### src/rtl/arith_seq_pkg.sv
// Shared types for the bit-serial arithmetic sequencer: opcode and FSM state
// encodings, the B-operand selection modes and the per-opcode decode function.
package arith_seq_pkg;

   typedef enum logic [2:0] {
      OP_ADD    = 3'd0,
      OP_SUBWB  = 3'd1,
      OP_MOV    = 3'd2,
      OP_SUB    = 3'd3,
      OP_INC    = 3'd4,
      OP_DEC    = 3'd5,
      OP_ADDINC = 3'd6,
      OP_RSVD   = 3'd7
   } optype_t;

   typedef enum logic [1:0] {
      ST_IDLE = 2'd0,
      ST_RUN  = 2'd1,
      ST_DONE = 2'd2
   } state_t;

   // What the slice sees on its B input for the whole operation
   typedef enum logic [1:0] {
      BM_B    = 2'd0,
      BM_NB   = 2'd1,
      BM_ZERO = 2'd2,
      BM_ONES = 2'd3
   } bmode_t;

   // Returns {bsel-mode, initial carry} for an opcode; the reserved opcode
   // decodes to a harmless zero operand and is flagged separately.
   function automatic logic [2:0] op_decode(input optype_t op, input logic cin);
      logic [2:0] cfg;
      case (op)
         OP_ADD:    cfg = {BM_B,    cin};
         OP_SUBWB:  cfg = {BM_NB,   ~cin};
         OP_MOV:    cfg = {BM_ZERO, 1'b0};
         OP_SUB:    cfg = {BM_NB,   1'b1};
         OP_INC:    cfg = {BM_ZERO, 1'b1};
         OP_DEC:    cfg = {BM_ONES, 1'b0};
         OP_ADDINC: cfg = {BM_B,    1'b1};
         default:   cfg = {BM_ZERO, 1'b0};
      endcase
      return cfg;
   endfunction

endpackage

### src/rtl/arith_bit_slice.sv
// One-bit full adder used as the single arithmetic slice of the serial engine.
module arith_bit_slice (
   input  logic a,
   input  logic b,
   input  logic cin,
   output logic sum,
   output logic cout
);

   assign sum  = a ^ b ^ cin;
   assign cout = (a & b) | (a & cin) | (b & cin);

endmodule

### src/rtl/arith_serial_sequencer.sv
// Bit-serial add/sub engine: runs one full-adder slice over WIDTH cycles, LSB
// first, with valid/ready request and response handshakes, one op in flight.
// Optional feature: define ALU_FLAGS_EN to add the rsp_zero / rsp_ovf flags.
module arith_serial_sequencer
   import arith_seq_pkg::*;
#(
   parameter int WIDTH   = 32,
   parameter int OPSEL_W = 3
) (
   input  logic               clk,
   input  logic               rst_n,
   input  logic               req_valid,
   output logic               req_ready,
   input  logic [WIDTH-1:0]   req_a,
   input  logic [WIDTH-1:0]   req_b,
   input  logic               req_cin,
   input  logic [OPSEL_W-1:0] req_op,
   output logic               rsp_valid,
   input  logic               rsp_ready,
   output logic [WIDTH-1:0]   rsp_result,
   output logic               rsp_cout,
`ifdef ALU_FLAGS_EN
   output logic               rsp_zero,
   output logic               rsp_ovf,
`endif
   output logic               rsp_err
);

   localparam int CNT_W = $clog2(WIDTH);

   state_t             state_q, state_d;
   logic [CNT_W-1:0]   cnt_q;
   logic [WIDTH-1:0]   a_sh, b_sh, res_q;
   logic               carry_q, err_q;
   logic               accept, is_last, is_rsvd;
   logic               sum_bit, cout_bit;
   logic [2:0]         cfg;
   bmode_t             bmode;
   logic               c0;
   optype_t            op_in;
   logic [WIDTH-1:0]   b_init;
   logic [WIDTH-1:0]   res_next;
`ifdef ALU_FLAGS_EN
   logic               zero_q, ovf_q;
`endif

   assign op_in    = optype_t'(req_op);
   assign cfg      = op_decode(op_in, req_cin);
   assign bmode    = bmode_t'(cfg[2:1]);
   assign c0       = cfg[0];
   assign is_rsvd  = (op_in == OP_RSVD);
   assign accept   = req_valid & req_ready;
   assign is_last  = (cnt_q == CNT_W'(WIDTH - 1));
   assign res_next = {sum_bit, res_q[WIDTH-1:1]};

   // Pre-transform B once at accept so the slice only ever sees b_sh[0]
   always_comb begin
      b_init = req_b;
      case (bmode)
         BM_B:    b_init = req_b;
         BM_NB:   b_init = ~req_b;
         BM_ZERO: b_init = '0;
         BM_ONES: b_init = '1;
         default: b_init = req_b;
      endcase
   end

   arith_bit_slice u_slice (
      .a    (a_sh[0]),
      .b    (b_sh[0]),
      .cin  (carry_q),
      .sum  (sum_bit),
      .cout (cout_bit)
   );

   // FSM state register
   always_ff @(posedge clk or negedge rst_n) begin
      if (!rst_n) state_q <= ST_IDLE;
      else        state_q <= state_d;
   end

   // Next-state and handshake outputs; no accept while DONE, even on rsp_ready
   always_comb begin
      state_d   = state_q;
      req_ready = 1'b0;
      rsp_valid = 1'b0;
      case (state_q)
         ST_IDLE: begin
            req_ready = 1'b1;
            if (req_valid) state_d = is_rsvd ? ST_DONE : ST_RUN;
         end
         ST_RUN: begin
            if (is_last) state_d = ST_DONE;
         end
         ST_DONE: begin
            rsp_valid = 1'b1;
            if (rsp_ready) state_d = ST_IDLE;
         end
         default: state_d = ST_IDLE;
      endcase
   end

   // Operand shift registers: loaded at accept, shifted right each RUN cycle
   always_ff @(posedge clk) begin
      if (accept) begin
         a_sh <= req_a;
         b_sh <= b_init;
      end else if (state_q == ST_RUN) begin
         a_sh <= {1'b0, a_sh[WIDTH-1:1]};
         b_sh <= {1'b0, b_sh[WIDTH-1:1]};
      end
   end

   // Bit counter, carry chain, result shift register and response flags
   always_ff @(posedge clk or negedge rst_n) begin
      if (!rst_n) begin
         cnt_q   <= '0;
         carry_q <= 1'b0;
         res_q   <= '0;
         err_q   <= 1'b0;
`ifdef ALU_FLAGS_EN
         zero_q  <= 1'b0;
         ovf_q   <= 1'b0;
`endif
      end else if (accept) begin
         cnt_q   <= '0;
`ifdef ALU_FLAGS_EN
         zero_q  <= 1'b0;
         ovf_q   <= 1'b0;
`endif
         if (is_rsvd) begin
            res_q   <= '0;
            carry_q <= 1'b0;
            err_q   <= 1'b1;
         end else begin
            carry_q <= c0;
            err_q   <= 1'b0;
         end
      end else if (state_q == ST_RUN) begin
         cnt_q   <= cnt_q + 1'b1;
         carry_q <= cout_bit;
         res_q   <= res_next;
`ifdef ALU_FLAGS_EN
         if (is_last) begin
            zero_q <= (res_next == '0);
            ovf_q  <= carry_q ^ cout_bit;
         end
`endif
      end
   end

   assign rsp_result = res_q;
   assign rsp_cout   = carry_q;
   assign rsp_err    = err_q;
`ifdef ALU_FLAGS_EN
   assign rsp_zero   = zero_q;
   assign rsp_ovf    = ovf_q;
`endif

endmodule

### config.mk
export PLATFORM = sky130hd
export DESIGN_NAME = arith_serial_sequencer
export DESIGN_NICKNAME = d
export VERILOG_FILES = /design/src/rtl/arith_seq_pkg.sv /design/src/rtl/arith_bit_slice.sv /design/src/rtl/arith_serial_sequencer.sv
export SDC_FILE = /design/constraint.sdc
export NUM_CORES = 1
export LEC_CHECK = 0
export CORE_UTILIZATION = 50
export CTS_BUF_LIST = sky130_fd_sc_hd__clkbuf_16
export CTS_CLUSTER_SIZE = 40
export DETAILED_ROUTE_END_ITERATION = 10
export PLACE_DENSITY = 0.79
export SLEW_MARGIN = 20
export SYNTH_ARGS = -nofsm -noshare
export SYNTH_HDL_FRONTEND = slang
export SYNTH_SLANG_ARGS = --single-unit
### constraint.sdc
create_clock -name clk -period 2.9 [get_ports clk]
set_input_delay 0.58 -clock clk [delete_from_list [all_inputs] [get_ports clk]]
set_output_delay 0.58 -clock clk [all_outputs]
set_load 0.02 [all_outputs]
# [Word level (Yosys, flattened, before mapping)]
# Index checks and enable logic that the tools add are counted.
[totals] register_bits=105 out_inout_bits=36 elab_cells=62
[classes] n_addsub=1 n_eq_ne=16 n_mux=22 bitwise=10 reduce_logical=6
[ops] op="32-bit 2-to-1 mux" count=7
[ops] op="32-bit case mux with 4 select lines" count=1
[ops] op="32-bit inverter" count=1
[ops] op="3-bit case mux with 6 select lines" count=1
[ops] op="3-bit equality test, second input constant" count=4
[ops] op="5-bit 2-to-1 mux" count=2
[ops] op="2-bit 2-to-1 mux" count=4
[ops] op="2-bit equality test, second input constant" count=3
[ops] op="1-bit 2-to-1 mux" count=6
[ops] op="2-bit inequality test, second input constant" count=3
[ops] op="2-bit case mux with 3 select lines" count=1
[ops] op="5-bit by 1-bit adder with 5-bit output, second input constant" count=1
[ops] op="5-bit equality test, second input constant" count=1
[ops] op="1-bit AND" count=4
[ops] op="2-bit by 1-bit equality test with 1-bit output, second input constant" count=2
[ops] op="2-bit zero test" count=2
[ops] op="3-bit by 1-bit equality test with 1-bit output, second input constant" count=1
[ops] op="3-bit by 2-bit equality test with 1-bit output, second input constant" count=1
[ops] op="3-bit zero test" count=1
[ops] op="3-bit AND reduction" count=1
[ops] op="2-bit by 1-bit inequality test with 1-bit output, second input constant" count=1
[ops] op="1-bit bitwise OR" count=2
[ops] op="2-bit AND reduction" count=1
[ops] op="2-bit nonzero test" count=1
[ops] op="other kinds (2)" count=3

# [Longest topological paths before layout]
[logic_depth] depth_word=5 ltp_mapped=7 ltp_nobuf=5

# [By module]
# A second synthesis with hierarchy kept.
[hier_totals] cells_unflattened=409 hier_area_um2=4922.2
[modules_own_cells] module="arith_serial_sequencer" n_inst=1 cells_each=408 area_per_inst_um2=4902.2
[modules_own_cells] module="arith_bit_slice" n_inst=1 cells_each=1 area_per_inst_um2=20.0

# [Worst setup path before layout]
# No wires, ideal clock.
[synth_timing] path_type="input to register" start="in req_valid" end="reg a_sh[0] (enable)" setup_time_ps=418 arrival_ps=1989 t_required_ps=2482 setup_slack_ps=493 cell_stages=2 cell_sequence="o21bai_1 -> inv_1"
[synth_via] elab_chain_len=2
[synth_rtl] element="from (decl)" line_no="arith_serial_sequencer.sv:12" source="input logic req_valid,"
[synth_rtl] element="1-bit AND" line_no="arith_serial_sequencer.sv:52" source="assign accept = req_valid & req_ready;"
[synth_rtl] element="2-bit nonzero test (no source line)"
[synth_rtl] element="to (signal assigned)" line_no="arith_serial_sequencer.sv:106" source="a_sh <= req_a;"
[synth_rtl] element="to (signal assigned)" line_no="arith_serial_sequencer.sv:109" source="a_sh <= {1'b0, a_sh[WIDTH-1:1]};"
[synth_rtl] element="to (decl)" line_no="arith_serial_sequencer.sv:33" source="logic [WIDTH-1:0] a_sh, b_sh, res_q;"
# Every way passes these cells.
# A chain may end at the register's enable or synchronous reset.

# [Final worst setup path]
[layout_timing] start="in req_op[1]" end="reg b_sh[5], data pin"
[layout_via] elab_chain_len=5
[layout_rtl] element="from (decl)" line_no="arith_serial_sequencer.sv:17" source="input logic [OPSEL_W-1:0] req_op,"
[layout_rtl] element="3-bit equality test, or another cell as far along" line_no="arith_seq_pkg.sv:34" source="case (op)"
[layout_rtl] element="3-bit case mux with 6 select lines *" line_no="arith_seq_pkg.sv:34"
[layout_rtl] element="2-bit equality test, or another cell as far along" line_no="arith_serial_sequencer.sv:59" source="case (bmode)"
[layout_rtl] element="32-bit case mux with 4 select lines *" line_no="arith_serial_sequencer.sv:59"
[layout_rtl] element="32-bit 2-to-1 mux *" line_no="arith_serial_sequencer.sv:105" source="if (accept) begin"
[layout_rtl] element="to (signal assigned)" line_no="arith_serial_sequencer.sv:107" source="b_sh <= b_init;"
[layout_rtl] element="to (signal assigned)" line_no="arith_serial_sequencer.sv:110" source="b_sh <= {1'b0, b_sh[WIDTH-1:1]};"
[layout_rtl] element="to (decl)" line_no="arith_serial_sequencer.sv:33"
# Every way passes the cells marked *; elsewhere a longest branch is shown, timed or not.

==> reports/metrics.yaml <==
outcome: "finished, final reports clean"
slowest_stage: "xnor2_2"
grt_setup_unrepaired: "no"
postRouteAntennaNets: 0
cts_tree: "built"
grt_max_degree: 65
gr-total-overflow: 0
syn_nets: 545
grt_usage_pct: 20.4
fmax_mhz: 418
dieArea_um2: 10300
drc: 0
num_io_pins: 108
yosysTopAreaCell: "edfxtp_1"
dp_hpwl_mm: 6.82
numCtsBuffers: 9
powerDensity_nw_per_um2: 984
maxSlewHeadroom_pct: 32.3
tightest_slew_ns: 1.01
die_x_um: 101
wirelength_mm: 10.0
final_common_cell: "clkdlybuf4s50_1"
drv_slew: 0
avgSynthCellArea_um2: 10.5
critical_path_class: "in2reg"
cts_setup_buffers: 0
min_path_type: "in2async"
num_vias: 3807
ir_drop_uv: 423
synth-seq-cells: 105
htreeDepth: 3
clock_path_buffers: 2
critPathTopFamily: "buffers and inverters"
cp.arrival_ns: 2.58
grt_pass1_vias: 3436
portBuffers: 107
fp-row-count: 35
drtIter0Drc: 187
antenna_found_initial: 0
crit_path_max_fanout: 23
fin_crit_ns: 2.39
ctsRootBufferMaster: "clkbuf_16"
drive_gt1_share_pct: 6.04
path_clk_slew_ns: 0.07
gp_congestion: 0.774
dpl_worst_slack_ns: 0.156
setup_tns_ns: 0
fin_nets: 633
synth_cells: 470
max_stage_delay_ns: 0.86
hold_buffers: 0
path_cells: "clkdlybuf4s50_1 -> xnor2_2 -> buf_4 -> nand3b_1 -> a31oi_1"
cp-start-kind: "input port"
final_cell_mix: "clkdlybuf4s50_1, nand2_1, nor2_1"
wl_per_cell_um: 14.5
crit_buf_inv: 2
yosysSeqAreaShare_pct: 59.7
yosysUniqueCellTypes: 33
setup_viol: 0
syn2layout_area_growth_pct: 27.5
cts_sinks: 105
synthesis.area_um2: 4940
diodes: 0
yosysTopAreaCellShare_pct: 38.9
drt_pre_antenna_iters: 7
finalCritPeriodShare_pct: 82.6
fin_skew_ns: 0.00828
viasPerCell: 5.50
start_util_pct: 52.5
setup_ws_ns: 0.505
cap_viol_max_count: 0
yosys_warnings: 0
synth_top_cells_by_area: "edfxtp_1, dfrtp_1, nand2_1"
nFillCells: 758
insertion_delay_ns: 0.34
die_y_um: 101
grt_first_pass_wirelength_mm: 16.3
core_um2: 9420
leakage_nw: 2.55
critPathRequiredTime_ns: 3.09
hold_violations: 0
crit_path_end_kind: "flop"
cts_resized: 0
-- synthesized netlist by cell type --
| cell | instances |
|---|---|
| nor2_1 | 65 |
| buf_6 | 2 |
| edfxtp_1 | 64 |
| and2b_2 | 1 |
| a22oi_1 | 2 |
| a22o_1 | 33 |
| buf_8 | 3 |
| and3_1 | 2 |
| xor2_1 | 1 |
| xnor2_2 | 1 |
| dfrtp_1 | 41 |
| nand2_1 | 98 |
| o21ai_0 | 36 |
| inv_1 | 3 |
| or2_1 | 1 |
| buf_2 | 16 |
| and2_1 | 1 |
| a41oi_1 | 1 |
| a22o_2 | 2 |
| a21oi_1 | 2 |
| o311ai_0 | 1 |
| fa_1 | 1 |
| o21bai_1 | 1 |
| clkbuf_1 | 16 |
| ha_1 | 2 |
| nor2_4 | 1 |
| buf_4 | 2 |
| mux2_2 | 2 |
| a31oi_1 | 31 |
| nor2b_1 | 2 |
| nand3b_1 | 32 |
| nand3_1 | 3 |
| nand2b_1 | 1 |
-- registers in the layout, indices dropped and copies added, names as in the netlist --
| name | flops |
|---|---|
| a_sh | 32 |
| b_sh | 32 |
| rsp_result | 32 |
| cnt_q | 5 |
| state_q | 2 |
| rsp_cout | 1 |
| rsp_err | 1 |
-- path summary, 6_finish.rpt --
| path | slack [ns] | to | from | cells after the start |
|---|---|---|---|---|
| worst max-delay path | 0.51 | b_sh[5] | req_op[1] | 5 |
| worst min-delay path | 0.34 | rsp_result[15] | rst_n | 1 |
| worst max register to register | 0.95 | a_sh[6] | state_q[0] | 3 |
| worst min register to register | 0.49 | rsp_err | rsp_err | 2 |
| max in group asynchronous | 2.02 | rsp_result[28] | rst_n | 1 |
| min in group clk | 0.49 | rsp_err | rsp_err | 2 |
-- routing by layer --
| layer | track usage (%) | share of wire (%) |
|---|---|---|
| met5 | 0 | 0 |
| met4 | 7.47 | 1.6 |
| met3 | 3.52 | 5.2 |
| met2 | 32.3 | 48 |
| met1 | 28.4 | 45 |
-- worst reg2reg max path, cell delays in order, from the launching register on --
cell	delay [ns]
dfrtp_1	0.55
o21bai_1	0.28
inv_2	0.09
buf_4	0.64
-- cell type report --
cell class	count	area [um2]	share of cell area, %
flip-flops and latches	105	2950	46.8
multi-input cells	323	1760	28.0
repair buffers	116	1150	18.2
clock buffers	9	225	3.58
well taps	129	161	2.56
clock inverters	7	45.0	0.715
inverters	3	11.3	0.179
-- report_power, final --
part           switching (W)  internal (W)
sequential          0.000358       0.00249
combinational        0.00115       0.00108
clock               0.000532      0.000580
total                0.00204       0.00415
-- logic make-up after synthesis --
logic type | share of synthesized area (%)
AO/OA/AOI/OAI | 14.8
buffers and inverters | 4.74
AND/OR/NAND/NOR | 18.8
adder cells (fa/ha/maj) | 0.912
flip-flops | 59.7
multiplexers | 0.456
XOR/XNOR | 0.507
-- metrics by stage --
stage / std cells / instance area, um2 / hold slack (ns) / total power, W / utilization [%]
final: 692 / 6300 / 0.339 / 0.00619 / 66.9
after floorplan: 470 / 4940 / 0.284 / 0.00430 / -
after detailed placement: 676 / 6030 / 0.484 / 0.00513 / 64.0
after CTS: 692 / 6300 / 0.365 / 0.00625 / 66.9
after global routing: 692 / 6300 / 0.420 / 0.00659 / 66.9
after global placement: 676 / 6030 / 0.468 / 0.00501 / 64.0
(Power assumes the default switching activity.)
